==> src/rtl/systolic_feeder.sv <==
// systolic_feeder
//
// Transmit side of the PE operand interface for an N x N systolic array.
// Holds one N x N A tile and one N x N B tile, loaded through a write port
// while idle. On start it pulses the array clear, streams the diagonally
// skewed operands on the west (a_row) and north (b_col) edges, flushes
// with zeros so the last operands reach PE(N-1,N-1), then pulses done.
//
// Ports:
//   clk      rising-edge clock
//   rst      asynchronous active-low reset
//   wr_en    operand write strobe (honoured only while idle)
//   wr_sel   write target: 0 = A tile, 1 = B tile
//   wr_row   row index of the write
//   wr_col   column index of the write
//   wr_data  operand value
//   start    single-cycle run request (sampled only while idle)
//   a_row    west-edge operands, row i on a_row[i*DW +: DW]
//   b_col    north-edge operands, column j on b_col[j*DW +: DW]
//   clear    accumulator clear to all PEs
//   busy     high whenever the sequencer is not idle
//   done     one-cycle pulse: array results are final
//
// Handshake: start is a single-cycle request with no acknowledge; it is
// taken only when busy=0 and dropped otherwise. done is a one-cycle pulse
// with no back-pressure. All outputs come straight from flops.

module systolic_feeder #(
  parameter int N  = 2,
  parameter int DW = 8,
  parameter int AW = $clog2(N)
) (
  input  logic            clk,
  input  logic            rst,
  input  logic            wr_en,
  input  logic            wr_sel,
  input  logic [AW-1:0]   wr_row,
  input  logic [AW-1:0]   wr_col,
  input  logic [DW-1:0]   wr_data,
  input  logic            start,
  output logic [N*DW-1:0] a_row,
  output logic [N*DW-1:0] b_col,
  output logic            clear,
  output logic            busy,
  output logic            done
);

  localparam int CW = $clog2(2 * N);
  localparam logic [CW-1:0] FEED_LAST  = CW'(2 * N - 2);
  localparam logic [CW-1:0] FLUSH_LAST = CW'(N - 1);

  localparam logic [2:0] S_IDLE  = 3'd0;
  localparam logic [2:0] S_CLEAR = 3'd1;
  localparam logic [2:0] S_FEED  = 3'd2;
  localparam logic [2:0] S_FLUSH = 3'd3;
  localparam logic [2:0] S_DONE  = 3'd4;

  logic [2:0]      state;
  logic [2:0]      state_nx;
  logic [CW-1:0]   cnt;
  logic [CW-1:0]   cnt_nx;
  logic [N*DW-1:0] a_nx;
  logic [N*DW-1:0] b_nx;
  logic            wr_ok;

  logic [DW-1:0] a_mem [N][N];
  logic [DW-1:0] b_mem [N][N];

  // Out-of-range indices can only occur when N is not a power of two.
  assign wr_ok = (state == S_IDLE) && wr_en &&
                 (int'(wr_row) < N) && (int'(wr_col) < N);

  always_comb begin
    state_nx = state;
    cnt_nx   = '0;
    case (state)
      S_IDLE:  if (start) state_nx = S_CLEAR;
      S_CLEAR: state_nx = S_FEED;
      S_FEED: begin
        if (cnt == FEED_LAST) state_nx = S_FLUSH;
        else                  cnt_nx   = cnt + 1'b1;
      end
      S_FLUSH: begin
        if (cnt == FLUSH_LAST) state_nx = S_DONE;
        else                   cnt_nx   = cnt + 1'b1;
      end
      S_DONE:  state_nx = S_IDLE;
      default: state_nx = S_IDLE;
    endcase
  end

  // Operands are selected from the next state/counter so the registered
  // outputs line up with the state they belong to. Element [i][k] appears
  // at feed step t = i + k: A[i][k] on row i, B[i][k] on column k.
  always_comb begin
    a_nx = '0;
    b_nx = '0;
    if (state_nx == S_FEED) begin
      for (int i = 0; i < N; i++) begin
        for (int k = 0; k < N; k++) begin
          if (cnt_nx == CW'(i + k)) begin
            a_nx[i*DW +: DW] = a_mem[i][k];
            b_nx[k*DW +: DW] = b_mem[i][k];
          end
        end
      end
    end
  end

  always_ff @(posedge clk or negedge rst) begin
    if (!rst) begin
      state <= S_IDLE;
      cnt   <= '0;
      a_row <= '0;
      b_col <= '0;
      clear <= 1'b0;
      busy  <= 1'b0;
      done  <= 1'b0;
    end else begin
      state <= state_nx;
      cnt   <= cnt_nx;
      a_row <= a_nx;
      b_col <= b_nx;
      clear <= (state_nx == S_CLEAR);
      busy  <= (state_nx != S_IDLE);
      done  <= (state_nx == S_DONE);
    end
  end

  // A write in the same idle cycle as start lands before FEED reads it.
  always_ff @(posedge clk or negedge rst) begin
    if (!rst) begin
      for (int i = 0; i < N; i++) begin
        for (int k = 0; k < N; k++) begin
          a_mem[i][k] <= '0;
          b_mem[i][k] <= '0;
        end
      end
    end else if (wr_ok) begin
      if (wr_sel) b_mem[wr_row][wr_col] <= wr_data;
      else        a_mem[wr_row][wr_col] <= wr_data;
    end
  end

endmodule
==> config.mk <==
export PLATFORM = sky130hd
export DESIGN_NAME = systolic_feeder
export DESIGN_NICKNAME = d
export VERILOG_FILES = /design/src/rtl/systolic_feeder.sv
export SDC_FILE = /design/constraint.sdc
export NUM_CORES = 1
export LEC_CHECK = 0
export CAP_MARGIN = 20
export CORE_MARGIN = 1.5
export CORE_UTILIZATION = 30
export DETAILED_ROUTE_END_ITERATION = 7
export DONT_BUFFER_PORTS = 1
export SYNTH_ARGS = -nofsm -noshare
export SYNTH_HDL_FRONTEND = slang
export SYNTH_SLANG_ARGS = --single-unit
==> constraint.sdc <==
create_clock -name clk -period 1.75 [get_ports clk]
set_input_delay 0.2625 -clock clk [delete_from_list [all_inputs] [get_ports clk]]
set_output_delay 0.2625 -clock clk [all_outputs]
set_load 0.005 [all_outputs]
## Word level (Yosys, flattened, before mapping)

Index checks and enable logic that the tools add are counted.
Widths: inputs -> output; s select.

- Memory bits (writable): 0
- Bits in read-only memories: 0
- Register bits: 104
- Bits of input ports: 15
- Logic and storage cells: 64
- Latch bits: 0
- Memories kept: 0

- Muxes and demuxes: 23
- Multipliers: 0
- $lt $le $gt $ge: 4
- Add/sub/neg operators: 1
- Equal/unequal tests: 10
- Bitwise logic cells: 3
- Shift-type cells: 0
- Divide/modulo/power cells: 0
- Reduce and logical (&&, ||, !) cells: 8

Operators by type and width:

| cell | number |
|---|---|
| $mux 8 | 9 |
| $bwmux 32 | 2 |
| $mux 16 | 3 |
| $demux 16 s1 | 1 |
| $pmux 3 s4 | 1 |
| $eq 3x2->1 const B | 3 |
| $mux 3 | 3 |
| $demux 8 s1 | 1 |
| $eq 3x1->1 const B | 2 |
| $eq 2x1->1 const B | 2 |
| $eq 2x2->1 const B | 2 |
| $ge 2x2->1 const B | 2 |
| $lt 2x1->1 const B | 2 |
| $mux 2 | 2 |
| $not 1->2 | 2 |
| $pmux 2 s2 | 1 |
| $reduce_and 2->1 | 2 |
| $eq 3x3->1 const B | 1 |
| $logic_and 1x1->1 | 3 |
| $logic_not 3->1 | 1 |
| $reduce_bool 3->1 | 1 |
| $add 2x1->2 const B | 1 |
| $logic_not 2->1 | 1 |
| $not 1->1 | 1 |

## Longest topological paths before layout

- Word-level depth: 8
- Gate-level depth with buffers: 6
- Mapped depth without buffers: 4

## Worst setup path after synthesis

No wires, ideal clock.

- Path type: register to register
- From: register state[0]
- To: register a_mem[10] in the netlist's numbering
- Path buffers: 2
- Slack: -0.090 ns
- Data arrival time: 1.715 ns
- Stages on the path, launching flop included: 7
- Library setup time: 0.125 ns
- Data required time: 1.625 ns
- Clock period less this slack: 1.840 ns
- Cells stage by stage: dfrtp_1 -> buf_2 -> nor4b_2 -> nand2b_1 -> buf_2 -> nor3b_4 -> mux2_2

- Longest elaborated chain between the ends: 3

RTL lines:

| what | RTL line | source |
|---|---|---|
| start, declared | 58 | `logic [2:0] state;` |
| start signal, assigned | 120 | `state <= state_nx;` |
| $logic_not 3->1 | 70 | `assign wr_ok = (state == S_IDLE) && wr_en &&` |
| $logic_and 1x1->1 | 70 |  |
| $reduce_and 2->1 (no source line) | n/a |  |
| end signal, assigned by index | 141 | `else a_mem[wr_row][wr_col] <= wr_data;` |
| end, declared | 66 | `logic [DW-1:0] a_mem [N][N];` |

Every way passes these cells.
A chain may end at the register's enable or synchronous reset.

## Final worst setup path

- From: register state[0]
- To: register a_mem[9] in the netlist's numbering

Same word-level chain as after synthesis.

==> impl_metrics.py <==
metrics = {
    "power": {
        "p_switching_w": 0.00266,
        "comb_power_share_pct": 29.1,
        "p_int_w": 0.00578,
        "clock_power_share_pct": 24.0,
        "power.share.switching_pct": 31.5,
        "power.leakage_nw": 2.15,
        "power_density_mw_per_mm2": 1780,
        "seq_power_share_pct": 46.8,
        "ir_drop_uv": 639,
    },
    "cells_and_area": {
        "layout_commonest_cell": "dfrtp_1",
        "nNetsFinal": 316,
        "final_cell_mix": "dfrtp_1 (104), mux2_2 (54), nor2_1 (37)",
        "area_delta_synth_final_pct": 18.4,
        "final_util_pct": 36.2,
        "diodes": 0,
        "drive_gt1_share_pct": 34.6,
    },
    "routing": {
        "drcViolationCount": 0,
        "vias_per_cell": 4.77,
        "routed_wl_mm": 8.38,
        "topRoutingLayerUsed": "met4",
        "firstDrtPassIters": 5,
        "wl_met3_um": 435,
        "first_iter_violations": 145,
        "wl_per_cell_um": 17.4,
        "final_antenna_net_count": 0,
        "wl_met2_mm": 4.21,
        "wl_met1_mm": 3.61,
        "num_vias": 2301,
    },
    "global_routing": {
        "grt_max_degree": 105,
        "track_usage_pct": 12.6,
        "antenna_found_initial": 0,
        "grt_overflow": 0,
        "grt_pass1_wl_mm": 13.5,
        "grt_pass1_vias": 2452,
    },
    "critical_path": {
        "worstRegToRegCells": 5,
        "slowest_delay_ns": 0.41,
        "worstSetupStartpoint": "state[0]",
        "path_class": "reg2reg",
        "worst_path_max_delay_cell": "dfrtp_1",
        "crit_path_start_kind": "flop",
        "r2r-start": "state[0]",
        "cp-end-kind": "flop",
        "worstPathCellList": "nor4b_4 -> nand2b_4 -> nor3b_4 -> buf_12 -> mux2_2",
        "crit_cells": 5,
        "cp.arrival_ns": 1.95,
        "worstPathRequired_ns": 1.97,
        "path_buf_inv": 1,
        "cp_max_fo": 8,
        "critPathTopFamily": "simple AND/OR/NAND/NOR gates",
    },
    "timing": {
        "whs_ns": -0.384,
        "hold_viol_final": 104,
        "finClkSkew_ns": 0.00971,
        "drv_slew": 0,
        "worstMarginPinSlew_ns": 0.457,
        "relSlewSlack_pct": 69.1,
        "period_share_pct": 98.4,
        "fmax_mhz": 581,
        "final-setup-viol-count": 0,
        "layout_min_cycle_time_ns": 1.72,
        "rsz0062_at_grt": "true",
    },
    "yosys": {
        "ys_ff_latch": 104,
        "synth.distinct_cells": 27,
        "seq_area_frac_synth_pct": 64.9,
        "avgSynthCellArea_um2": 14.0,
        "synthesis.area_mm2": 0.00401,
        "synth_nets": 301,
        "synthCells": 286,
        "synth_top_cell_by_area": "dfrtp_1",
        "synth_area_leaders": "dfrtp_1 (65%), mux2_2 (18%), a22oi_1 (6.0%)",
        "synth_top_area_share_pct": 64.9,
        "yosysWarnings": 0,
    },
    "placement": {
        "dpl.hpwl_mm": 5.41,
        "io_buffers": 0,
        "gp_congestion": 0.738,
    },
    "clock_network": {
        "cts_tree": "yes",
        "cts_root_buffer": "clkbuf_16",
        "cts_buffers": 9,
        "ctsHtreeMaxLevel": 3,
        "ctsLongestPathBuffers": 2,
        "path_clk_slew_ns": 0.07,
        "cts_setup_buffers": 0,
        "numClockSinks": 104,
        "clock_latency_ns": 0.34,
    },
    "status": {
        "violations": "hold timing",
        "status": "complete, but fails checks",
    },
    "min_path": {
        "hp-class": "in2async",
    },
    "die": {
        "core_area_mm2": 0.0131,
        "row_count": 42,
        "die_w_um": 119,
        "die_h_um": 119,
        "initial_core_util_pct": 30.5,
        "die_area_mm2": 0.0141,
        "io_pins": 50,
    },
    "job": {
        "cap_violations": 0,
    },
}
## synthesized netlist by cell type (all sizes together)
master	instances
nand3	2
clkbuf	10
or3	1
dfrtp	104
nor4b	2
nand2b	3
nand2	2
a21oi	2
nor2b	2
nor3b	2
inv	3
a2bb2oi	1
buf	3
o21bai	1
nor3	10
a22oi	32
nor2	38
mux2	64
a211o	1
nand3b	2
and2	1
## metrics by stage
step | TNS (ns) | std cells | setup slack, ns | area (um^2) | total power (W)
after floorplan | -0.490 | 286 | -0.0370 | 4040 | 0.00556
after global placement | -0.574 | 466 | -0.0448 | 4410 | 0.00635
after detailed placement | -1.05 | 466 | -0.0712 | 4410 | 0.00644
after CTS | -0.0320 | 482 | -0.00917 | 4720 | 0.00850
after global routing | -0.971 | 482 | -0.0611 | 4750 | 0.00896
final | 0 | 482 | 0.0274 | 4750 | 0.00843
## power groups by stage
stage          clock network, W  logic [W]  registers [W]
6_report                0.00203    0.00246        0.00395
4_1_cts                 0.00210    0.00244        0.00397
3_3_place_gp                  0    0.00237        0.00398
5_1_grt                 0.00218    0.00270        0.00408
3_5_place_dp                  0    0.00243        0.00401
2_1_floorplan                 0    0.00172        0.00384
## metal layers
| layer | global-route usage, % | up-vias |
|---|---|---|
| met5 | 0 | - |
| li1 | - | 1048 |
| met2 | 20.8 | 50 |
| met1 | 15.4 | 1194 |
| met3 | 3.72 | 9 |
| met4 | 5.57 | 0 |
## kinds of logic (layout without fill, tap and decap cells)
family / after synthesis / count (layout) / share of synthesized area [%]
AOI/OAI and AO/OA: 37 / 37 / 6.86
muxes: 64 / 64 / 18.0
DFF: 104 / 104 / 64.9
and+or+nand+nor: 65 / 65 / 8.71
buffers and inverters: 16 / 36 / 1.56
## registers in the layout, indices dropped and copies added, names as in the netlist
name and flops:
a_mem 32, b_mem 32, a_row 16, b_col 16, state 3, cnt 2, busy 1, clear 1
done 1
## what timing repair did
item | in CTS | in global routing
hold endpoints to repair | 104 | 104
resized for setup | 1 | 9
pin swaps | 0 | 1
setup endpoints to repair | 32 | 39
## worst paths after layout
| check | to | slack (ns) |
|---|---|---|
| worst max-delay path | a_mem[9] | 0.03 |
| worst max register to register | a_mem[9] | 0.03 |
| worst min register to register | b_mem[6] | 0.50 |
| max in group asynchronous | a_mem[5] | 2.02 |
| min in group clk | a_mem[15] | 0.06 |
| worst min-delay path | b_mem[26] | -0.38 |
## final cells by class
type | instances | area (um^2)
clock buffers | 10 | 239
clock inverters | 6 | 67.6
fillers | 1263 | 8390
inverters | 3 | 11.3
multi-input cells | 166 | 1410
flip-flops and latches | 104 | 2600
well taps | 176 | 220
repair buffers | 17 | 203
Power figures use the tool's default switching activity.
